### config.mk
export PLATFORM = sky130hd
export DESIGN_NAME = inst_fetch_queue_flat
export DESIGN_NICKNAME = d
export VERILOG_FILES = /design/src/rtl/inst_fetch_queue_if.sv /design/src/rtl/inst_fetch_queue.sv /design/src/flat_wrapper.sv
export SDC_FILE = /design/constraint.sdc
export NUM_CORES = 1
export LEC_CHECK = 0
export BUFFER_PORTS_ARGS = -buffer_cell sky130_fd_sc_hd__buf_2
export CORE_ASPECT_RATIO = 0.8
export CORE_MARGIN = 2
export CORE_UTILIZATION = 58
export DETAILED_ROUTE_END_ITERATION = 8
export MAX_ROUTING_LAYER = met4
export PLACE_DENSITY_LB_ADDON = 0.08
export SYNTH_ARGS = -nofsm -noshare
export SYNTH_HDL_FRONTEND = slang
export SYNTH_SLANG_ARGS = --single-unit
### constraint.sdc
create_clock -name clk -period 4.7 [get_ports clk]
set_input_delay 0.94 -clock clk [delete_from_list [all_inputs] [get_ports clk]]
set_output_delay 0.94 -clock clk [all_outputs]
set_load 0.05 [all_outputs]
### src/rtl/inst_fetch_queue_if.sv
// rtl/inst_fetch_queue_if.sv - fetch queue bundle: redirect, memory req/rsp, head-of-queue handshake
interface inst_fetch_queue_if;
    logic        jumpFlag_i;
    logic [31:0] jumpAddr_i;
    logic        instReq_o;
    logic [31:0] instReqAddr_o;
    logic        instReqReady_i;
    logic        instRspValid_i;
    logic [31:0] instRspData_i;
    logic        valid_o;
    logic        ready_i;
    logic [31:0] inst_o;
    logic [31:0] instAddr_o;

    modport master (
        input  jumpFlag_i, jumpAddr_i, instReqReady_i, instRspValid_i, instRspData_i, ready_i,
        output instReq_o, instReqAddr_o, valid_o, inst_o, instAddr_o
    );

    modport slave (
        output jumpFlag_i, jumpAddr_i, instReqReady_i, instRspValid_i, instRspData_i, ready_i,
        input  instReq_o, instReqAddr_o, valid_o, inst_o, instAddr_o
    );
endinterface

### src/rtl/inst_fetch_queue.sv
// rtl/inst_fetch_queue.sv - sequential fetch PC, credit-limited memory requests, in-order response FIFO
module inst_fetch_queue #(
    parameter logic [31:0] RESET_PC = 32'h0000_0000,
    parameter int          DEPTH    = 4
) (
    input  logic               clk,
    input  logic               reset_n,
    inst_fetch_queue_if.master bus
);
    localparam int AW = $clog2(DEPTH);
    localparam int CW = AW + 1;

    logic [31:0]   pc;
    logic [31:0]   rsp_pc;
    logic [CW-1:0] occ;
    logic [CW-1:0] out_cnt;
    logic [CW-1:0] drop_cnt;
    logic [AW-1:0] wr_ptr;
    logic [AW-1:0] rd_ptr;
    logic [31:0]   fifo_addr [DEPTH];
    logic [31:0]   fifo_data [DEPTH];

    logic [CW+1:0] in_use;
    logic          credit;
    logic          jump;
    logic          req;
    logic          accept;
    logic          rsp_live;
    logic          rsp_drop;
    logic          head_valid;
    logic          pop;

    // Entries held plus every outstanding request (live or stale) must fit the FIFO.
    assign in_use     = {2'b00, occ} + {2'b00, out_cnt} + {2'b00, drop_cnt};
    assign credit     = in_use < (CW+2)'(DEPTH);
    assign jump       = bus.jumpFlag_i;
    assign req        = credit & ~jump;
    assign accept     = req & bus.instReqReady_i;
    assign rsp_live   = bus.instRspValid_i & ~jump & (drop_cnt == '0);
    assign rsp_drop   = bus.instRspValid_i & ~jump & (drop_cnt != '0);
    assign head_valid = (occ != '0) & ~jump;
    assign pop        = head_valid & bus.ready_i;

    // Handshake outputs are held low while reset is asserted.
    assign bus.instReq_o     = req & reset_n;
    assign bus.instReqAddr_o = pc;
    assign bus.valid_o       = head_valid & reset_n;
    assign bus.inst_o        = (reset_n && occ != '0) ? fifo_data[rd_ptr] : 32'h0;
    assign bus.instAddr_o    = (reset_n && occ != '0) ? fifo_addr[rd_ptr] : 32'h0;

    always_ff @(posedge clk) begin
        if (!reset_n) begin
            pc       <= RESET_PC;
            rsp_pc   <= RESET_PC;
            occ      <= '0;
            out_cnt  <= '0;
            drop_cnt <= '0;
            wr_ptr   <= '0;
            rd_ptr   <= '0;
        end else if (jump) begin
            // Live in-flight requests become stale; the response arriving now is consumed here.
            pc       <= bus.jumpAddr_i;
            rsp_pc   <= bus.jumpAddr_i;
            occ      <= '0;
            wr_ptr   <= '0;
            rd_ptr   <= '0;
            drop_cnt <= drop_cnt + out_cnt - CW'(bus.instRspValid_i);
            out_cnt  <= '0;
        end else begin
            if (accept) begin
                pc <= pc + 32'd4;
            end
            out_cnt <= out_cnt + CW'(accept) - CW'(rsp_live);
            if (rsp_drop) begin
                drop_cnt <= drop_cnt - CW'(1);
            end
            if (rsp_live) begin
                wr_ptr <= wr_ptr + AW'(1);
                rsp_pc <= rsp_pc + 32'd4;
            end
            if (pop) begin
                rd_ptr <= rd_ptr + AW'(1);
            end
            occ <= occ + CW'(rsp_live) - CW'(pop);
        end
    end

    always_ff @(posedge clk) begin
        if (reset_n && rsp_live) begin
            fifo_addr[wr_ptr] <= rsp_pc;
            fifo_data[wr_ptr] <= bus.instRspData_i;
        end
    end
endmodule
### src/flat_wrapper.sv
// flat-port wrapper written by rule: the top's interface ports become plain ports
module inst_fetch_queue_flat 
#(
    parameter logic [31:0] RESET_PC = 32'h0000_0000,
    parameter int          DEPTH    = 4
)
  (clk, reset_n, bus_jumpFlag_i, bus_jumpAddr_i, bus_instReqReady_i, bus_instRspValid_i, bus_instRspData_i, bus_ready_i, bus_instReq_o, bus_instReqAddr_o, bus_valid_o, bus_inst_o, bus_instAddr_o);
  inst_fetch_queue_if bus_i ();
  input  logic clk;
  input  logic reset_n;
  input wire logic [$bits(bus_i.jumpFlag_i)-1:0] bus_jumpFlag_i;
  input wire logic [$bits(bus_i.jumpAddr_i)-1:0] bus_jumpAddr_i;
  input wire logic [$bits(bus_i.instReqReady_i)-1:0] bus_instReqReady_i;
  input wire logic [$bits(bus_i.instRspValid_i)-1:0] bus_instRspValid_i;
  input wire logic [$bits(bus_i.instRspData_i)-1:0] bus_instRspData_i;
  input wire logic [$bits(bus_i.ready_i)-1:0] bus_ready_i;
  output wire logic [$bits(bus_i.instReq_o)-1:0] bus_instReq_o;
  output wire logic [$bits(bus_i.instReqAddr_o)-1:0] bus_instReqAddr_o;
  output wire logic [$bits(bus_i.valid_o)-1:0] bus_valid_o;
  output wire logic [$bits(bus_i.inst_o)-1:0] bus_inst_o;
  output wire logic [$bits(bus_i.instAddr_o)-1:0] bus_instAddr_o;
  assign bus_i.jumpFlag_i = bus_jumpFlag_i;
  assign bus_i.jumpAddr_i = bus_jumpAddr_i;
  assign bus_i.instReqReady_i = bus_instReqReady_i;
  assign bus_i.instRspValid_i = bus_instRspValid_i;
  assign bus_i.instRspData_i = bus_instRspData_i;
  assign bus_i.ready_i = bus_ready_i;
  assign bus_instReq_o = bus_i.instReq_o;
  assign bus_instReqAddr_o = bus_i.instReqAddr_o;
  assign bus_valid_o = bus_i.valid_o;
  assign bus_inst_o = bus_i.inst_o;
  assign bus_instAddr_o = bus_i.instAddr_o;
  inst_fetch_queue #(.RESET_PC(RESET_PC), .DEPTH(DEPTH)) u_core (.clk(clk), .reset_n(reset_n), .bus(bus_i));
endmodule
## Word-level counts from Yosys, hierarchy flattened

Memories as Yosys holds them, arrays and structs flattened. A register that Yosys moved wholly into a read port is not among the register bits.
Index checks and enable logic that the tools add are counted.

- Output and inout bits: 98
- Memories kept: 2
- Latch bits: 0
- ROM bits: 0
- RAM bits: 256
- Flip-flop bits (word level): 77

- Bitwise logic cells: 11
- $lt $le $gt $ge: 1
- Shift-type cells: 0
- Reduce and logical (&&, ||, !) cells: 9
- Equality and inequality tests: 0
- Div/mod/pow operators: 0
- $mul: 0
- Multiplexer cells: 14
- Add/subtract/negate cells: 13

Memories:

| memory | words | bits a word | rd ports | clocked after Yosys merged registers in | write ports | RTL line | RTL |
|---|---|---|---|---|---|---|---|
| u_core.fifo_addr | 4 | 32 | 1 | 1 | 1 | inst_fetch_queue.sv:20 | `logic [31:0] fifo_addr [DEPTH];` |
| u_core.fifo_data | 4 | 32 | 1 | 1 | 1 | inst_fetch_queue.sv:21 | `logic [31:0] fifo_data [DEPTH];` |

Operators by type and width:

| kind | number |
|---|---|
| 2-to-1 mux 32 bit | 6 |
| adder 32 x 3 -> 32 bit, second input constant | 2 |
| bitwise AND 1 bit | 9 |
| subtractor 3 x 1 -> 3 bit | 3 |
| 2-to-1 mux 2 bit | 4 |
| adder 3 x 1 -> 3 bit | 2 |
| 2-to-1 mux 3 bit | 2 |
| nonzero test 2 bit | 3 |
| nonzero test 3 bit | 2 |
| adder 5 x 3 -> 5 bit | 1 |
| less-than comparator 5 x 3 -> 1 bit, second input constant | 1 |
| adder 2 x 1 -> 2 bit, second input constant | 2 |
| adder 3 x 3 -> 4 bit | 1 |
| adder 3 bit | 1 |
| logical NOT 3 bit | 1 |
| subtractor 3 x 1 -> 3 bit, second input constant | 1 |
| logical AND 1 bit | 2 |
| 2-to-1 mux 1 bit | 2 |
| NOT 1 bit | 2 |
| OR reduction 2 bit | 1 |

## Depth between registers and ports, before layout

Gate-level depths: netlist of the first run.

- Word-level depth: 7
- Mapped depth: 13
- Mapped depth without buffers: 13

## Worst setup path before layout of the first run

OpenSTA, ideal clock, no wires.

- Path type: register -> output
- Start: register u_core.out_cnt[0]
- End: output port bus_instReq_o
- Path buffers: 1
- Required time: 3.760 ns
- Arrival time: 2.950 ns
- Stages on the path, launching flop included: 9
- Slack: 0.810 ns
- Cells stage by stage: dfxtp_1 -> ha_1 -> fa_1 -> xor2_1 -> ha_1 -> or4_4 -> a211oi_1 -> clkbuf_1 -> and3_1

- Word-level cells in the longest chain between the ends: 5

RTL lines:

| item | RTL line | RTL |
|---|---|---|
| from (decl) | inst_fetch_queue.sv:16 | `logic [CW-1:0] out_cnt;` |
| from (signal assigned) | inst_fetch_queue.sv:73 | `out_cnt <= out_cnt + CW'(accept) - CW'(rsp_live);` |
| adder 3 x 3 -> 4 bit | inst_fetch_queue.sv:34 | `assign in_use = {2'b00, occ} + {2'b00, out_cnt} + {2'b00, drop_cnt};` |
| adder 5 x 3 -> 5 bit | inst_fetch_queue.sv:34 |  |
| less-than comparator 5 x 3 -> 1 bit | inst_fetch_queue.sv:35 | `assign credit = in_use < (CW+2)'(DEPTH);` |
| bitwise AND 1 bit | inst_fetch_queue.sv:37 | `assign req = credit & ~jump;` |
| bitwise AND 1 bit | inst_fetch_queue.sv:45 | `assign bus.instReq_o = req & reset_n;` |
| to (decl) | flat_wrapper.sv:17 | `output wire logic [$bits(bus_i.instReq_o)-1:0] bus_instReq_o;` |

No other way between the ends.

## Worst setup path in the final report of the first run

Ends and elaborated chain as after synthesis.

==> results by stage, run 1 <==
Logic synthesis:
- The cell count after synthesis is 983.
- Of the total synthesized cell area, the portion taken by full adders, half adders and majority gates is 0.0229.
- After synthesis, the share of flip-flops with an asynchronous set or reset is 0.
- The number of enable-type register cells in the synthesized netlist is 256.
- The fraction of the mapped netlist area in compound gates is 0.0780.
- Dividing the synthesized area by the synthesized cell count gives 14.7 µm².
- Of the total synthesized cell area, the portion taken by XOR and XNOR cells is 0.0119.
- The main flop type after synthesis is sky130_fd_sc_hd__edfxtp_1.
- Yosys mapped the design onto 57 distinct sky130hd cell types.
- The number of warning messages in the yosys log is 0.
- After synthesis, the share of cell area in mux cells is 0.0999.
- Sorting the synthesized cells by area gives the leading types as sky130_fd_sc_hd__edfxtp_1 (53%), sky130_fd_sc_hd__dfxtp_1 (11%), sky130_fd_sc_hd__mux4_2 (10%).
- The leading area contributor after synthesis is sky130_fd_sc_hd__edfxtp_1.
- The share of the Yosys chip area taken by registers is 0.643.
- The post-synthesis instance area is 0.0144 mm².
- The post-synthesis share of cell area spent on and, or, nand and nor gates is 0.122.
- The post-synthesis sequential element count is 335.
- Of the post-synthesis cell area, the dominant cell type holds 0.533.
- After synthesis, the largest family of logic cells by area is simple AND/OR/NAND/NOR gates.
- The number of nets handed over by synthesis was 1,077.

Clock network:
- CTS saw 335 sinks.
- After clock tree synthesis, the clock-pin slew on the worst setup and hold paths is 0.06 ns.
- The clock tree from TritonCTS is yes.
- The total CTS buffers is 31.
- In this run the post-CTS setup repair buffer count came out at 0.
- At the later pin of the worst-skew pair, clock insertion delay measures 0.57 ns.
- In this run, post-CTS hold repair placed 0 buffers.
- The maximum number of buffers from clock root to sink is 3.
- The buffer cell driving the clock tree root is sky130_fd_sc_hd__clkbuf_16.
- Once the clock tree was built, the resizer swapped 0 gates to a different size.
- The CTS H-tree depth is 1.

Min path:
- The sink of the worst hold path is u_core.bus.instReqAddr_o[0].
- In this run the most critical hold path is launched from u_core.bus.instReqAddr_o[0].
- The cell depth of the worst hold path is 2.
- The type of the worst min-delay path is flop to flop.

Die:
- The row count is 51.
- The die extent in y is 145 µm.
- For this configuration, the core starts out at a cell density of 0.592.
- After floorplanning, the core was sized to cover 0.0244 mm².
- The I/O pin count is 168.
- In this run the horizontal extent of the chip is 180 µm.
- The die covers 0.0261 mm².

Cells and area:
- The area growth from synthesis to layout is 15.4%.
- 0 antenna diodes ended up in the layout.
- At the end of the flow, the number of nets in the layout was 1,235.
- The layout cell share with drive strength beyond 1 is 0.270.

Routing:
- The top layer reached by signal wires is met4.
- In the detailed route, the total length drawn on met3 is 2280 µm.
- After detailed routing, the wire length on met1 is 14,500 µm.
- The first detailed-routing pass took 5 iterations.
- In the routed layout, each cell is associated on average with a via count of 6.18.
- The final layout contains routed wiring with a total length of 31,500 µm.
- After detailed routing, the average wire length per cell comes to 21.2 µm.
- The number of antenna-violating nets in the routed design is 0.
- The routed design uses 14,100 µm of met2 wire.
- For this block, the initial DRC count from the detailed router was 819.
- After detailed routing, the number of remaining DRC violations is 0.
- The routed layout has 9,167 vias.

Critical path:
- For the worst setup path, the data required time is 3.76 ns.
- Data on the critical path arrives at its endpoint at 3.43 ns.
- The worst reg-to-reg path cell count is 13.
- The maximum net fanout on the critical path is 3.
- The startpoint of the worst register-to-register path is u_core.out_cnt[0].
- The worst register-to-register path has a setup slack of 0.96 ns.
- The critical path starts at u_core.out_cnt[0].
- The worst reg2reg path endpoint is u_core.out_cnt[2].
- The sort of element at the start of the critical path is a flop.
- STA classifies the critical path endpoint as an output pin.
- The critical setup path kind is flop to output pin.

Global routing:
- In the global route stage, overall resource usage came out at 0.250.
- Global routing finished with a remaining overflow of 0.
- Entering global routing, the biggest net connects 64 pins.
- The global-route wire length before repair is 50,100 µm.
- The number of global-route vias before repair is 8,823.
- The number of antenna violations at the first check in global routing was 0.

Power and ir drop:
- The register share of total power is 0.516.
- The cell area power density is 393 mW/mm².
- The analysis attributes to cell leakage a power of 5.75 nW.
- The net switching share of the total power is 0.244.
- The share of total power dissipated in combinational logic is 0.105.
- The proportion of power drawn by the clock network is 0.378.
- Summed over all nets, the switching power comes to 1.59 mW.
- The worst-case IR drop observed on VDD is 0.307 mV.
- Internal power comes to 4.95 mW.

Timing:
- The final period utilization is 0.930.
- The worst pin sits at a relative slew slack of 0.388.
- Adding up every negative setup slack in the final design gives 0 ns.
- The final hold violation count was 0.
- The top achievable clock speed is 0.229 GHz.
- The number of max-slew violations in the final report was 0.
- Setup repair after global routing left no endpoint under its margin.
- The clock period minus worst slack is 4.37 ns.
- Between clock sinks in the finished design, the worst skew comes to 0.0173 ns.
- The final-layout worst hold slack is 0.464 ns.
- The worst-case setup margin in the final layout is 0.330 ns.
- The slew of the pin with the lowest slew margin is 0.919 ns.
- The final count of negative-setup-slack endpoints is 0.

Placed design:
- Detailed placement ended at an HPWL of 20,600 µm.
- The final weighted congestion in routability-driven placement is 0.881.
- The number of port buffers is 167.
- The worst slack at placement is 0.946 ns.

Run:
- The number of max-cap violations is 0.

Run status:
- The run finished with clean final reports.
## critical path, cell delays in order (launching register included)
cell	delay, ns
sky130_fd_sc_hd__dfxtp_1	0.32
sky130_fd_sc_hd__ha_1	0.22
sky130_fd_sc_hd__fa_1	0.38
sky130_fd_sc_hd__xor2_1	0.16
sky130_fd_sc_hd__ha_1	0.28
sky130_fd_sc_hd__or4_4	0.54
sky130_fd_sc_hd__a211oi_1	0.47
sky130_fd_sc_hd__and3_1	0.23
sky130_fd_sc_hd__buf_2	0.26
## layer usage
metal | vias to the layer above | global-route usage
li1 | 4180 | -
met1 | 4553 | 0.384
met2 | 397 | 0.364
met3 | 37 | 0.0309
met4 | 0 | 0.0512
met5 | - | -
## layout make-up
cell class / count / area, µm²
flip-flops and latches: 335 / 9270
clock inverters: 12 / 129
inverters: 19 / 71.3
fillers: 1713 / 7730
clock buffers: 46 / 892
repair buffers: 185 / 1050
multi-input cells: 569 / 4840
well taps: 318 / 398
## power groups by stage
stage	combinational, mW	clock, mW	sequential (mW)
3_5_place_dp	0.686	0	3.44
3_3_place_gp	0.675	0	3.44
4_1_cts	0.689	2.52	3.38
2_1_floorplan	0.440	0	3.48
6_report	0.690	2.47	3.38
5_1_grt	0.749	2.63	3.39
## registers in the layout (all words and copies together) (netlist names), named ones only
register / count
u_core.occ: 3
u_core.drop_cnt: 3
u_core.out_cnt: 3
u_core.wr_ptr: 2
u_core.rd_ptr: 2
u_core.rsp_pc: 32
u_core.fifo_addr: 128
u_core.bus.instReqAddr_o: 32
u_core.fifo_data: 128
## synth_stat cells, drive strengths merged, types with 4 or more instances
master,number
edfxtp,256
nor2b,88
dfxtp,79
mux4,64
nor2,55
clkbuf,47
nand2,35
o21ai,35
a311oi,32
nand3,23
ha,20
inv,18
nand4,18
a31oi,16
a21oi,15
o41a,15
and3,13
and4,13
buf,13
or4,12
xnor2,12
and2,11
nor4,11
o31ai,10
or3,10
nor3,9
a211oi,8
a21o,5
nand2b,5
xor2,5
a21boi,4
fa,4
## through the flow
step                utilization  power, mW  cells  area (µm²)
floorplan                     -       3.92    983       14400
global placement          0.641       4.11   1426       15600
detailed placement        0.641       4.13   1426       15600
CTS                       0.683       6.59   1484       16600
global route              0.683       6.77   1484       16600
finish                    0.683       6.55   1484       16600
## cells in the final DEF (no fill, tap or decap), types with 18 or more instances in the layout
master	count
sky130_fd_sc_hd__edfxtp_1	256
sky130_fd_sc_hd__buf_2	167
sky130_fd_sc_hd__nor2b_1	88
sky130_fd_sc_hd__dfxtp_1	77
sky130_fd_sc_hd__mux4_2	64
sky130_fd_sc_hd__nor2_1	54
sky130_fd_sc_hd__o21ai_0	35
sky130_fd_sc_hd__nand2_1	35
sky130_fd_sc_hd__clkbuf_16	31
sky130_fd_sc_hd__a311oi_1	28
sky130_fd_sc_hd__nand3_1	23
sky130_fd_sc_hd__ha_1	20
sky130_fd_sc_hd__inv_1	18
## cells by family (layout without fill, tap and decap cells)
family / after synthesis / after routing
multiplexers: 64 / 64
AND/OR/NAND/NOR: 312 / 312
adder cells (fa/ha/maj): 24 / 24
flip-flops: 335 / 335
AO/OA/AOI/OAI: 151 / 151
buffers and inverters: 79 / 262
XOR/XNOR: 18 / 18
## how the worst max path moves through the flow
stage / end / slack, ns
6_report: bus_instReq_o / 0.33
5_1_grt: bus_instReq_o / 0.25
4_1_cts: bus_instReq_o / 0.33
3_5_place_dp: bus_instReq_o / 0.95
3_3_place_gp: bus_instReq_o / 1.02
2_1_floorplan: bus_instReq_o / 0.81
No activity file was read; power rests on OpenSTA's default activity.
==> inputs of run 2 (changes only) <==
--- a/config.mk
+++ b/config.mk
@@ -12,6 +12,7 @@
 export DETAILED_ROUTE_END_ITERATION = 8
 export MAX_ROUTING_LAYER = met4
 export PLACE_DENSITY_LB_ADDON = 0.08
+export REMOVE_ABC_BUFFERS = 1
 export SYNTH_ARGS = -nofsm -noshare
 export SYNTH_HDL_FRONTEND = slang
 export SYNTH_SLANG_ARGS = --single-unit
==> run 2 against run 1 <==
  * Non-clock buffer count is 1 higher
  * Global-route usage is 1.1 points lower
  * First-iteration DRC count shrank 15%
  * Total power is 1.6% lower
  * Clock skew decreased by 0.0048 ns
  * Core utilization is 0.14 points lower
  * Register-to-register slack improved by 0.14 ns
  * Worst setup slack better by 0.10 ns
  * Fmax up 2.4%
  * Highest routed layer unchanged
==> results by stage, run 2 (synthesis results as in run 1) <==
Run status:
- The flow ran to the end, and the final reports show no timing, DRC or antenna violations.

Global routing:
- The global-route wire length before repair is 48,400 µm (-3.4%).
- The global router's overall resource usage came to 0.239 (-0.0108).
- The total overflow reported by the global router is 0 (unchanged).
- The number of global-route vias before repair is 8,700 (-1.4%).
- The number of antenna violations at the first check in global routing is 0 (unchanged).
- The maximum number of pins on one net before global-route repair is 65 (+1.6%).

Timing:
- The slew of the pin with the lowest slew margin came to 0.946 ns (+0.0277 ns).
- The worst slew margin relative to its limit is 0.369 (-0.0185).
- The clock period minus worst slack is 4.27 ns (-0.100 ns).
- The final count of negative-setup-slack endpoints is 0 (unchanged).
- The top achievable clock speed came to 0.234 GHz (+2.4%).
- The worst-case setup margin in the final layout came to 0.430 ns (+0.100 ns).
- The number of max-slew violations in the final report is 0 (unchanged).
- Setup repair after global routing left no endpoint under its margin.
- The final hold violation count was 0 (unchanged).
- The total negative slack is 0 ns (unchanged).
- The clock skew was 0.0125 ns (-0.00480 ns).
- The final period utilization is 0.908 (-0.0214).

Routing:
- The number of DRC violations after detailed routing was 0 (unchanged).
- The detailed-route wire length is 30,400 µm (-3.5%).
- The routed wirelength normalized by instance count is 20.5 µm (-3.5%).
- The number of antenna-violating nets in the routed design came to 0 (unchanged).
- The detailed-route via count came to 9,027 (-1.5%).
- The post-detailed-route via-to-cell ratio is 6.08 (-1.5%).
- The detailed router's first-iteration violation count came to 695 (-15%).
- The count of TritonRoute iterations in the first routing pass is 9 (+4).

Clock network:
- The maximum number of buffers from clock root to sink was 3 (unchanged).
- The setup fix buffers added after clock tree synthesis came to 0 (unchanged).
- The clock input transition at the sequential cells of the worst setup and hold paths is 0.07 ns (about the same).
- The count of hold buffers inserted by post-cts repair is 0 (unchanged).
- The total CTS buffers is 31 (unchanged).
- The clock insertion delay at the later pin of the skew report came to 0.57 ns (about the same).
- TritonCTS built the clock tree.
- The count of cells resized by post-cts repair was 0 (unchanged).
- The CTS H-tree depth was 1 (unchanged).
- CTS placed an instance of sky130_fd_sc_hd__clkbuf_16 at the clock tree root.
- The total clock sinks is 335 (unchanged).

Die:
- The placeable core area is 0.0244 mm² (unchanged).
- The die extent in y is 145 µm (unchanged).
- The full die area came to 0.0261 mm² (unchanged).
- The horizontal die dimension is 180 µm (unchanged).
- The I/O pin count is 168 (unchanged).
- The initial core utilization is 0.592 (unchanged).
- The row count is 51 (unchanged).

Power and ir drop:
- The worst voltage drop across the vdd grid is 0.282 mV (-8.3%).
- The cell leakage power is 5.73 nW (-0.28%).
- The cell area power density is 388 mW/mm² (-1.4%).

Cells and area:
- The antenna diode count is 0 (unchanged).
- The layout cell share with drive strength beyond 1 is 0.269 (-0.000858).
- The number of inserted filler cells in the final layout is 1,678 (-2.0%).
- In the layout the commonest cells are sky130_fd_sc_hd__edfxtp_1 (256), sky130_fd_sc_hd__buf_2 (167), sky130_fd_sc_hd__nor2b_1 (88).
- The total number of nets in the final design is 1,236 (+0.081%).
- In the final layout, the registers with the most flip-flops are u_core.fifo_addr (128), u_core.fifo_data (128).
- The most common cell after layout, fill and taps aside is sky130_fd_sc_hd__edfxtp_1.
- From synthesis to final layout, the design area changed by 15.2%.
- The cell area after layout is 0.0166 mm² (-0.21%).

Placed design:
- The post-detailed-placement cell area came to 0.0156 mm² (+0.13%).
- The final HPWL from detailed placement came to 19,400 µm (-6.0%).
- The worst slack at placement came to 1.03 ns (+0.0840 ns).
- The final weighted congestion in routability-driven placement is 0.844 (-4.3%).
- The number of port buffers is 167 (unchanged).

Critical path:
- The data arrival time of the critical path is 3.33 ns (-0.10 ns).
- The maximum net fanout on the critical path came to 13 (+10).
- The endpoint class of the critical path is an output pin.
- The setup slack on the worst flop-to-flop path is 1.10 ns (+0.14 ns).
- The critical setup path kind is flop to output pin.
- The worst setup path is launched from a flop.
- The required time reported for the critical path endpoint is 3.76 ns (about the same).

Min path:
- The type of the worst min-delay path is flop to flop.

Run:
- The number of max-cap violations was 0 (unchanged).
==> run 2: cell types whose count changed in the layout (fill, tap and decap cells not counted), sizes merged <==
cell	before	now
inv	20	21
buf	185	186
clkinv	8	16
clkbuf	46	36
==> run 2: layout make-up <==
type                       instances  area, µm²  share of cell area
sequential                       335       9270               0.558
multi-input combinational        569       4840               0.291
timing repair buffer             186       1070              0.0642
clock buffer                      36        795              0.0478
tap                              318        398              0.0240
clock inverter                    21        171              0.0103
inverter                          19       71.3             0.00429
==> run 2: path summary, 6_finish.rpt <==
kind,startpoint,end,cells past startpoint
worst min register to register,u_core.bus.instReqAddr_o[1],u_core.bus.instReqAddr_o[1],2
worst max-delay path,u_core.out_cnt[0],bus_instReq_o,9
worst max register to register,u_core.out_cnt[0],u_core.out_cnt[2],14
worst min-delay path,u_core.bus.instReqAddr_o[1],u_core.bus.instReqAddr_o[1],2
==> run 2: critical path, stage by stage, from the launching register on <==
cell and delay, ns:
sky130_fd_sc_hd__dfxtp_1 0.32, sky130_fd_sc_hd__ha_1 0.22, sky130_fd_sc_hd__fa_1 0.38, sky130_fd_sc_hd__xor2_1 0.15, sky130_fd_sc_hd__ha_1 0.27, sky130_fd_sc_hd__or4_4 0.53
sky130_fd_sc_hd__a211oi_1 0.21, sky130_fd_sc_hd__buf_4 0.22, sky130_fd_sc_hd__and3_1 0.18, sky130_fd_sc_hd__buf_2 0.26
==> run 2: per-stage QoR <==
stage,instances,utilization,power [mW],hold WS (ns)
after floorplan,923,-,3.88,0.460
after global placement,1427,0.642,4.10,0.460
after detailed placement,1427,0.642,4.11,0.463
after CTS,1484,0.681,6.48,0.472
after global routing,1484,0.681,6.67,0.489
final,1484,0.681,6.44,0.471
==> run 2: routing by layer <==
metal,GRT usage,up-vias,wire length (µm)
met4,0.0431,0,435
met5,-,-,0
met1,0.367,4450,14300
met3,0.0299,34,2010
li1,-,4195,-
met2,0.351,348,13700
==> run 2: where the power goes <==
group | internal, mW | total, mW | switching [mW]
registers | 3.28 | 3.38 | 0.0991
logic | 0.241 | 0.677 | 0.436
clock network | 1.32 | 2.39 | 1.06
